## src/rtl/aes_block_sequencer.sv

```systemverilog
// -----------------------------------------------------------------------------
// aes_block_sequencer
//
// Controller wrapped around the iterative AES round core. It accepts one
// 128-bit block at a time over a valid/ready handshake, latches the block,
// its direction and its key length, and pulses core_start for one cycle. While
// the core iterates, it serves core_round_key straight out of a 15-entry
// round-key store indexed by core_round. When the core reports idle again, it
// captures core_aes_out into a one-entry output buffer.
//
// Optional feature macro: AES_SEQ_TIMEOUT_EN
//   When defined, a RUN-cycle counter aborts a block that has not completed
//   within TIMEOUT_CYCLES RUN cycles. The abort drops the block, sets the
//   sticky timeout_err flag and returns the sequencer to IDLE.
//   When undefined, no counter is built, timeout_err is tied low and RUN
//   waits indefinitely.
//
// Parameters:
//   TIMEOUT_CYCLES : maximum RUN cycles before an abort (timeout build only)
//
// Ports:
//   clk, rst              clock (rising edge); synchronous active-high reset
//   key_wr_en/addr/data   round-key store write port (addr 15 is ignored)
//   key_wr_err            sticky flag: a key write arrived while busy
//   key_length            00/01 AES-128, 10 AES-192, 11 AES-256
//   in_valid/in_ready     block request handshake
//   in_data, in_encrypt   block and direction (1 = encrypt)
//   out_valid/out_ready   result handshake
//   out_data              result block
//   busy                  high whenever the sequencer is not IDLE
//   timeout_err           sticky abort flag
//   core_start            one-cycle start pulse to the round core
//   core_key_length       latched key length
//   core_encrypt_decrypt  latched direction
//   core_data             latched input block
//   core_round_key        combinational key_mem[core_round]; 0 above 14
//   core_valid            core idle and not started
//   core_round            round index requested by the core
//   core_aes_out          core result
// -----------------------------------------------------------------------------
module aes_block_sequencer #(
  parameter int TIMEOUT_CYCLES = 20
) (
  input  logic         clk,
  input  logic         rst,
  input  logic         key_wr_en,
  input  logic [3:0]   key_wr_addr,
  input  logic [127:0] key_wr_data,
  output logic         key_wr_err,
  input  logic [1:0]   key_length,
  input  logic         in_valid,
  output logic         in_ready,
  input  logic [127:0] in_data,
  input  logic         in_encrypt,
  output logic         out_valid,
  input  logic         out_ready,
  output logic [127:0] out_data,
  output logic         busy,
  output logic         timeout_err,
  output logic         core_start,
  output logic [1:0]   core_key_length,
  output logic         core_encrypt_decrypt,
  output logic [127:0] core_data,
  output logic [127:0] core_round_key,
  input  logic         core_valid,
  input  logic [3:0]   core_round,
  input  logic [127:0] core_aes_out
);

  localparam int DATA_W   = 128;
  localparam int KEY_ENTS = 15;

  typedef enum logic [1:0] {
    S_IDLE  = 2'd0,
    S_START = 2'd1,
    S_RUN   = 2'd2
  } state_t;

  state_t state, state_nxt;

  logic [DATA_W-1:0] key_mem [0:KEY_ENTS-1];

  logic [DATA_W-1:0] blk_data_p0;
  logic              blk_enc_p0;
  logic [1:0]        blk_klen_p0;

  logic [DATA_W-1:0] res_data_p1;
  logic              vld_p1;

  logic              key_err_q;
  logic              accept;
  logic              capture;
  logic              abort;

  // Entry 15 does not exist; it reads back as zero.
  function automatic logic key_addr_ok(input logic [3:0] addr);
    return addr != 4'd15;
  endfunction

  // ---------------------------------------------------------------------------
  // Control FSM: next state and handshake outputs
  // ---------------------------------------------------------------------------
  always_comb begin
    state_nxt  = state;
    in_ready   = 1'b0;
    core_start = 1'b0;
    accept     = 1'b0;
    capture    = 1'b0;
    case (state)
      S_IDLE: begin
        // The buffer may be drained and refilled on the same edge.
        in_ready = !vld_p1 || out_ready;
        if (in_valid && in_ready) begin
          accept    = 1'b1;
          state_nxt = S_START;
        end
      end
      S_START: begin
        core_start = 1'b1;
        state_nxt  = S_RUN;
      end
      S_RUN: begin
        if (core_valid) begin
          capture   = 1'b1;
          state_nxt = S_IDLE;
        end else if (abort) begin
          state_nxt = S_IDLE;
        end
      end
      default: state_nxt = S_IDLE;
    endcase
  end

  always_ff @(posedge clk) begin
    if (rst) begin
      state <= S_IDLE;
    end else begin
      state <= state_nxt;
    end
  end

  assign busy = (state != S_IDLE);

  // ---------------------------------------------------------------------------
  // Optional RUN-cycle watchdog
  // ---------------------------------------------------------------------------
`ifdef AES_SEQ_TIMEOUT_EN
  localparam int CNT_W = (TIMEOUT_CYCLES < 2) ? 1 : $clog2(TIMEOUT_CYCLES);

  logic [CNT_W-1:0] run_cnt;
  logic             timeout_q;

  // run_cnt holds the number of completed RUN cycles; the abort fires in the
  // RUN cycle that is the TIMEOUT_CYCLES-th one without core_valid.
  assign abort = (state == S_RUN) && !core_valid &&
                 (run_cnt == CNT_W'(TIMEOUT_CYCLES - 1));

  always_ff @(posedge clk) begin
    if (rst) begin
      run_cnt   <= '0;
      timeout_q <= 1'b0;
    end else begin
      if (state == S_START) begin
        run_cnt <= '0;
      end else if (state == S_RUN && !abort) begin
        run_cnt <= run_cnt + 1'b1;
      end
      if (abort) begin
        timeout_q <= 1'b1;
      end
    end
  end

  assign timeout_err = timeout_q;
`else
  assign abort       = 1'b0;
  assign timeout_err = 1'b0;
`endif

  // ---------------------------------------------------------------------------
  // Round-key store: writable only while IDLE, read combinationally by round
  // ---------------------------------------------------------------------------
  always_ff @(posedge clk) begin
    if (rst) begin
      for (int i = 0; i < KEY_ENTS; i++) begin
        key_mem[i] <= '0;
      end
      key_err_q <= 1'b0;
    end else if (key_wr_en) begin
      if (state != S_IDLE) begin
        key_err_q <= 1'b1;
      end else if (key_addr_ok(key_wr_addr)) begin
        key_mem[key_wr_addr] <= key_wr_data;
      end
    end
  end

  assign key_wr_err = key_err_q;

  always_comb begin
    core_round_key = '0;
    if (key_addr_ok(core_round)) begin
      core_round_key = key_mem[core_round];
    end
  end

  // ---------------------------------------------------------------------------
  // Stage p0: block registers, stable from one accept to the next
  // ---------------------------------------------------------------------------
  always_ff @(posedge clk) begin
    if (rst) begin
      blk_data_p0 <= '0;
      blk_enc_p0  <= 1'b0;
      blk_klen_p0 <= 2'b00;
    end else if (accept) begin
      blk_data_p0 <= in_data;
      blk_enc_p0  <= in_encrypt;
      blk_klen_p0 <= key_length;
    end
  end

  assign core_data            = blk_data_p0;
  assign core_encrypt_decrypt = blk_enc_p0;
  assign core_key_length      = blk_klen_p0;

  // ---------------------------------------------------------------------------
  // Stage p1: one-entry output buffer
  // ---------------------------------------------------------------------------
  // Capture and drain never coincide: a block is only accepted once the
  // buffer is free or being drained, so it is empty again before capture.
  always_ff @(posedge clk) begin
    if (rst) begin
      res_data_p1 <= '0;
      vld_p1      <= 1'b0;
    end else if (capture) begin
      res_data_p1 <= core_aes_out;
      vld_p1      <= 1'b1;
    end else if (vld_p1 && out_ready) begin
      vld_p1      <= 1'b0;
    end
  end

  assign out_data  = res_data_p1;
  assign out_valid = vld_p1;

endmodule

```

## config.mk

```make
export PLATFORM = sky130hd
export DESIGN_NAME = aes_block_sequencer
export DESIGN_NICKNAME = d
export VERILOG_FILES = /design/src/rtl/aes_block_sequencer.sv
export SDC_FILE = /design/constraint.sdc
export NUM_CORES = 2
export LEC_CHECK = 0
export ABC_AREA = 1
export CAP_MARGIN = 20
export CORE_ASPECT_RATIO = 1.2
export CORE_UTILIZATION = 55
export CTS_BUF_LIST = sky130_fd_sc_hd__clkbuf_8
export DETAILED_ROUTE_END_ITERATION = 6
export PLACE_DENSITY = 0.79
export SLEW_MARGIN = 5
export SYNTH_ARGS = -nofsm -noshare
export SYNTH_HDL_FRONTEND = slang
export SYNTH_SLANG_ARGS = --single-unit
```

## constraint.sdc

```tcl
create_clock -name clk -period 4.6 [get_ports clk]
set_input_delay 0.46 -clock clk [delete_from_list [all_inputs] [get_ports clk]]
set_output_delay 0.46 -clock clk [all_outputs]
set_load 0.005 [all_outputs]
```

==> out/summary.log <==
[drt] final wirelength 352000 um
[finish] final-stage net count 13400
[synthesis] Top FF cell, synth sky130_fd_sc_hd__edfxtp_1
[timing] setup repair after global routing missed its margin false
[synthesis] post-synthesis sequential element count 2311
[cts] Max clock buf depth 4
[floorplanning] io pins 794
[global_routing] number of antenna violations at the first check in global routing 20
[critical_path] Setup Crit Path Kind in -> out
[critical_path] launching instance or port of the critical path core_round[3]
[synthesis] number of enable flip-flop cells after synthesis 2048
[outcome] status complete, but fails checks
[synthesis] Post-Syn Instances 12100
[drt] DRC violation total after the first TritonRoute iteration 10700
[floorplanning] placement row count 176
[global_routing] global-route wire length before repair 520000 um
[synthesis] post-synthesis mux area share 0
[critical_path] CP Buf/Inv Count 6
[outcome] violations in the final reports design-rule violations
[synthesis] fraction of registers with async set or reset after synthesis 0
[timing] total setup violations reported at the end of the flow 0
[critical_path] capturing point of the worst reg2reg path key_mem[2][15]
[drt] total number of vias 88100
[global_routing] overall routing resource usage 0.354
[drt] average routed wire per standard cell 22.2 um
[cts] count of cells resized by post-cts repair 0
[critical_path] end point of the critical path core_round_key[21]
[drt] residual DRC count 6
[drt] Initial DRT Pass Iterations 7
[timing] worst clock skew on the final layout 0.0693 ns
[synthesis] unique cell type count in the Yosys netlist 23
[critical_path] type of origin of the critical path primary input
[timing] fmax 253 MHz
[drt] post-route antenna net violation count 0
[timing] final-report max-slew violation count 0
[min_path] class of the most critical hold timing path in -> reg
[critical_path] critical-path maximum fanout 36
[cts] clock-pin slew reported for the worst setup and hold paths after clock tree synthesis 0.07 ns
[power_and_ir_drop] Total Power Consumption 0.0458 W
[cts] number of CTS-inserted buffers 373
[finish] final core utilization 0.656
[critical_path] crit-path cells clkdlybuf4s50_1, inv_4, nor2_4, buf_4, buf_4, nand2_1, nand2_1, inv_1, a21oi_1, clkdlybuf4s50_1
[finish] layout cells sized above 1 0.0505
[synthesis] post-synthesis xor/xnor area fraction 0
[cts] number of H-tree branching levels 5
[timing] Final Hold Slack 0.0744 ns
[global_routing] pin count of the biggest net entering global routing 183
[power_and_ir_drop] areal power density over the cells 363 mW/mm^2
[critical_path] worst reg2reg path depth 6
[finish] FILL cells 15100
[finish] sequential cell area 0.0668 mm^2
[critical_path] RR Startpoint state[1]
[critical_path] required arrival time at the worst endpoint 4.14 ns
[cts] number of clock sinks 2311
[timing] Worst Max-Slew Pin Slew 1.21 ns
[cts] Clock Latency Late Sink 1.07 ns
[critical_path] Worst setup EP type output pin
[critical_path] Worst path slowest cell sky130_fd_sc_hd__clkdlybuf4s50_1
[drt] vias per std cell 5.56
[timing] endpoints failing hold 0
[synthesis] number of warnings reported in the yosys synthesis log 0
[floorplanning] die area 0.195 mm^2
[global_routing] number of global-route vias before repair 87000
[placement] sum of net half-perimeters after detailed placement 198000 um
[timing] ratio of final minimum period to clock period 0.858
[timing] tightest slew margin relative to the limit 0.194
[global_routing] Congestion Overflow GR 0
[critical_path] largest stage delay on the critical path 0.64 ns
[critical_path] WP data arrival 3.49 ns
[cts] CTS tree done
[synthesis] dominant combinational cell family by area after synthesis simple AND/OR/NAND/NOR gates
[synthesis] area share of fa/ha/maj cells after synthesis 0
[synthesis] simple-gate area share of the yosys netlist 0.251
[placement] Port-buffer cells 792
[placement] final RePlAce weighted congestion 0.932
[floorplanning] Initial Util 0.555
[floorplanning] Die Height 484 um
[finish] post-layout instance count excluding filler cells 15800
[finish] Layout area overhead 18.3%
[power_and_ir_drop] maximum VDD drop 0.000313 V
[critical_path] worst reg-to-reg setup slack 1.65 ns
[job] Max Cap Violations 0
[floorplanning] Core Footprint 0.192 mm^2
[timing] Final min period 3.95 ns
[synthesis] compound-gate portion of the synthesized area 0.0244
[floorplanning] width of the die 404 um
[critical_path] Crit. path cell count 10
[synthesis] summed instance area of the synthesized netlist 0.107 mm^2
[finish] multi-input gate area in the final layout 0.0302 mm^2
[synthesis] mean area per synthesized cell 8.81 um^2
[critical_path] largest delay contributor family on the critical path buffers and inverters
[power_and_ir_drop] Static Leakage 56.0 nW
[synthesis] portion of the post-synthesis area used by sequential elements 0.627
[placement] dpl cells 14900
[cts] clock root buffer master sky130_fd_sc_hd__clkbuf_8
## layer usage
metal  part of all wire  up-vias  global-route usage
met5            0.00016        -                   0
met1               0.33    41500               0.408
met4              0.076       10               0.243
li1                   -    39500                   -
met2               0.47     5831               0.583
met3               0.12     1288              0.0859
## cells in the mapped netlist (3+ instances only)
| master | number | share of area |
|---|---|---|
| sky130_fd_sc_hd__nand2_1 | 3610 | 0.13 |
| sky130_fd_sc_hd__o21ai_0 | 128 | 0.0060 |
| sky130_fd_sc_hd__buf_2 | 331 | 0.016 |
| sky130_fd_sc_hd__nand2_2 | 6 | 0.00035 |
| sky130_fd_sc_hd__buf_4 | 28 | 0.0020 |
| sky130_fd_sc_hd__clkbuf_1 | 402 | 0.014 |
| sky130_fd_sc_hd__nand3_1 | 1163 | 0.055 |
| sky130_fd_sc_hd__inv_1 | 1676 | 0.059 |
| sky130_fd_sc_hd__edfxtp_1 | 2048 | 0.58 |
| sky130_fd_sc_hd__a21oi_1 | 390 | 0.018 |
| sky130_fd_sc_hd__dfxtp_1 | 263 | 0.049 |
| sky130_fd_sc_hd__nor2_4 | 3 | 0.00032 |
| sky130_fd_sc_hd__buf_6 | 48 | 0.0051 |
| sky130_fd_sc_hd__nor2_1 | 1929 | 0.068 |
| sky130_fd_sc_hd__buf_1 | 55 | 0.0019 |
## report_power, final
part | total, W | internal, W | switching, W
Clock | 0.0165 | 0.00821 | 0.00829
Sequential | 0.0241 | 0.0238 | 0.000304
Combinational | 0.00522 | 0.00181 | 0.00341
Total | 0.0458 | 0.0338 | 0.0120
## final cells by class
type,instances,share of cell area
Antenna cell,18,0.000357
Tap cell,2581,0.0256
Clock buffer,384,0.0419
Inverter,1680,0.0503
Sequential cell,2311,0.530
Timing Repair Buffer,1240,0.102
Clock inverter,262,0.0104
Multi-Input combinational cell,7363,0.239
## metrics by stage
step	setup TNS (ns)	setup slack, ns	cell area [um^2]
final	0	0.651	126000
after global placement	0	0.815	117000
after CTS	0	0.773	126000
after global routing	0	0.604	126000
after floorplan	-11.73	-0.0183	107000
after detailed placement	0	0.815	117000
## state kept, by name, summed over array words and instances (netlist names)
| register | count |
|---|---|
| core_key_length | 2 |
| core_data | 128 |
| state | 2 |
| key_wr_err | 1 |
| out_valid | 1 |
| core_encrypt_decrypt | 1 |
| out_data | 128 |
| key_mem | 2048 |
## worst min-delay path by stage
stage | from | endpoint | slack [ns] | depth (start not counted)
floorplan | out_data[100] | out_data[100] | 0.44 | 2
global placement | out_data[112] | out_data[112] | 0.43 | 2
detailed placement | out_data[36] | out_data[36] | 0.44 | 2
CTS | core_aes_out[11] | out_data[11] | 0.0002 | 3
global route | in_data[58] | core_data[58] | 0.04 | 3
finish | core_aes_out[106] | out_data[106] | 0.07 | 3
## what timing repair did
item | 4_1_cts | 5_1_grt
hold endpoints to repair | 286 | 0
setup buffers | 0 | 0
hold buffers | 283 | 0
## cells by family (layout without fill, tap and decap cells)
family,Yosys count,after routing
other,1,147
buffers and inverters,2544,3566
DFF,2311,2311
and+or+nand+nor,6715,6715
AOI/OAI and AO/OA,519,519
## worst reg2reg max path, cell delays in order (launching register included)
cell and delay (ns):
sky130_fd_sc_hd__dfxtp_1 0.38, sky130_fd_sc_hd__nor2_4 0.18, sky130_fd_sc_hd__nand3_4 0.18, sky130_fd_sc_hd__nor3_2 0.53
sky130_fd_sc_hd__nand2_4 0.16, sky130_fd_sc_hd__nand2_8 0.66, sky130_fd_sc_hd__buf_4 0.51
## cells in the final DEF (no fill, tap or decap), types with 129 or more instances in the layout
cell type and instances:
sky130_fd_sc_hd__a21oi_1 390, sky130_fd_sc_hd__clkbuf_8 384, sky130_fd_sc_hd__clkdlybuf4s50_1 787, sky130_fd_sc_hd__conb_1 129
sky130_fd_sc_hd__dfxtp_1 263, sky130_fd_sc_hd__dlygate4sd3_1 283, sky130_fd_sc_hd__edfxtp_1 2048, sky130_fd_sc_hd__inv_1 1781
sky130_fd_sc_hd__nand2_1 3591, sky130_fd_sc_hd__nand3_1 1155, sky130_fd_sc_hd__nor2_1 1928
Power figures use the tool's default switching activity.
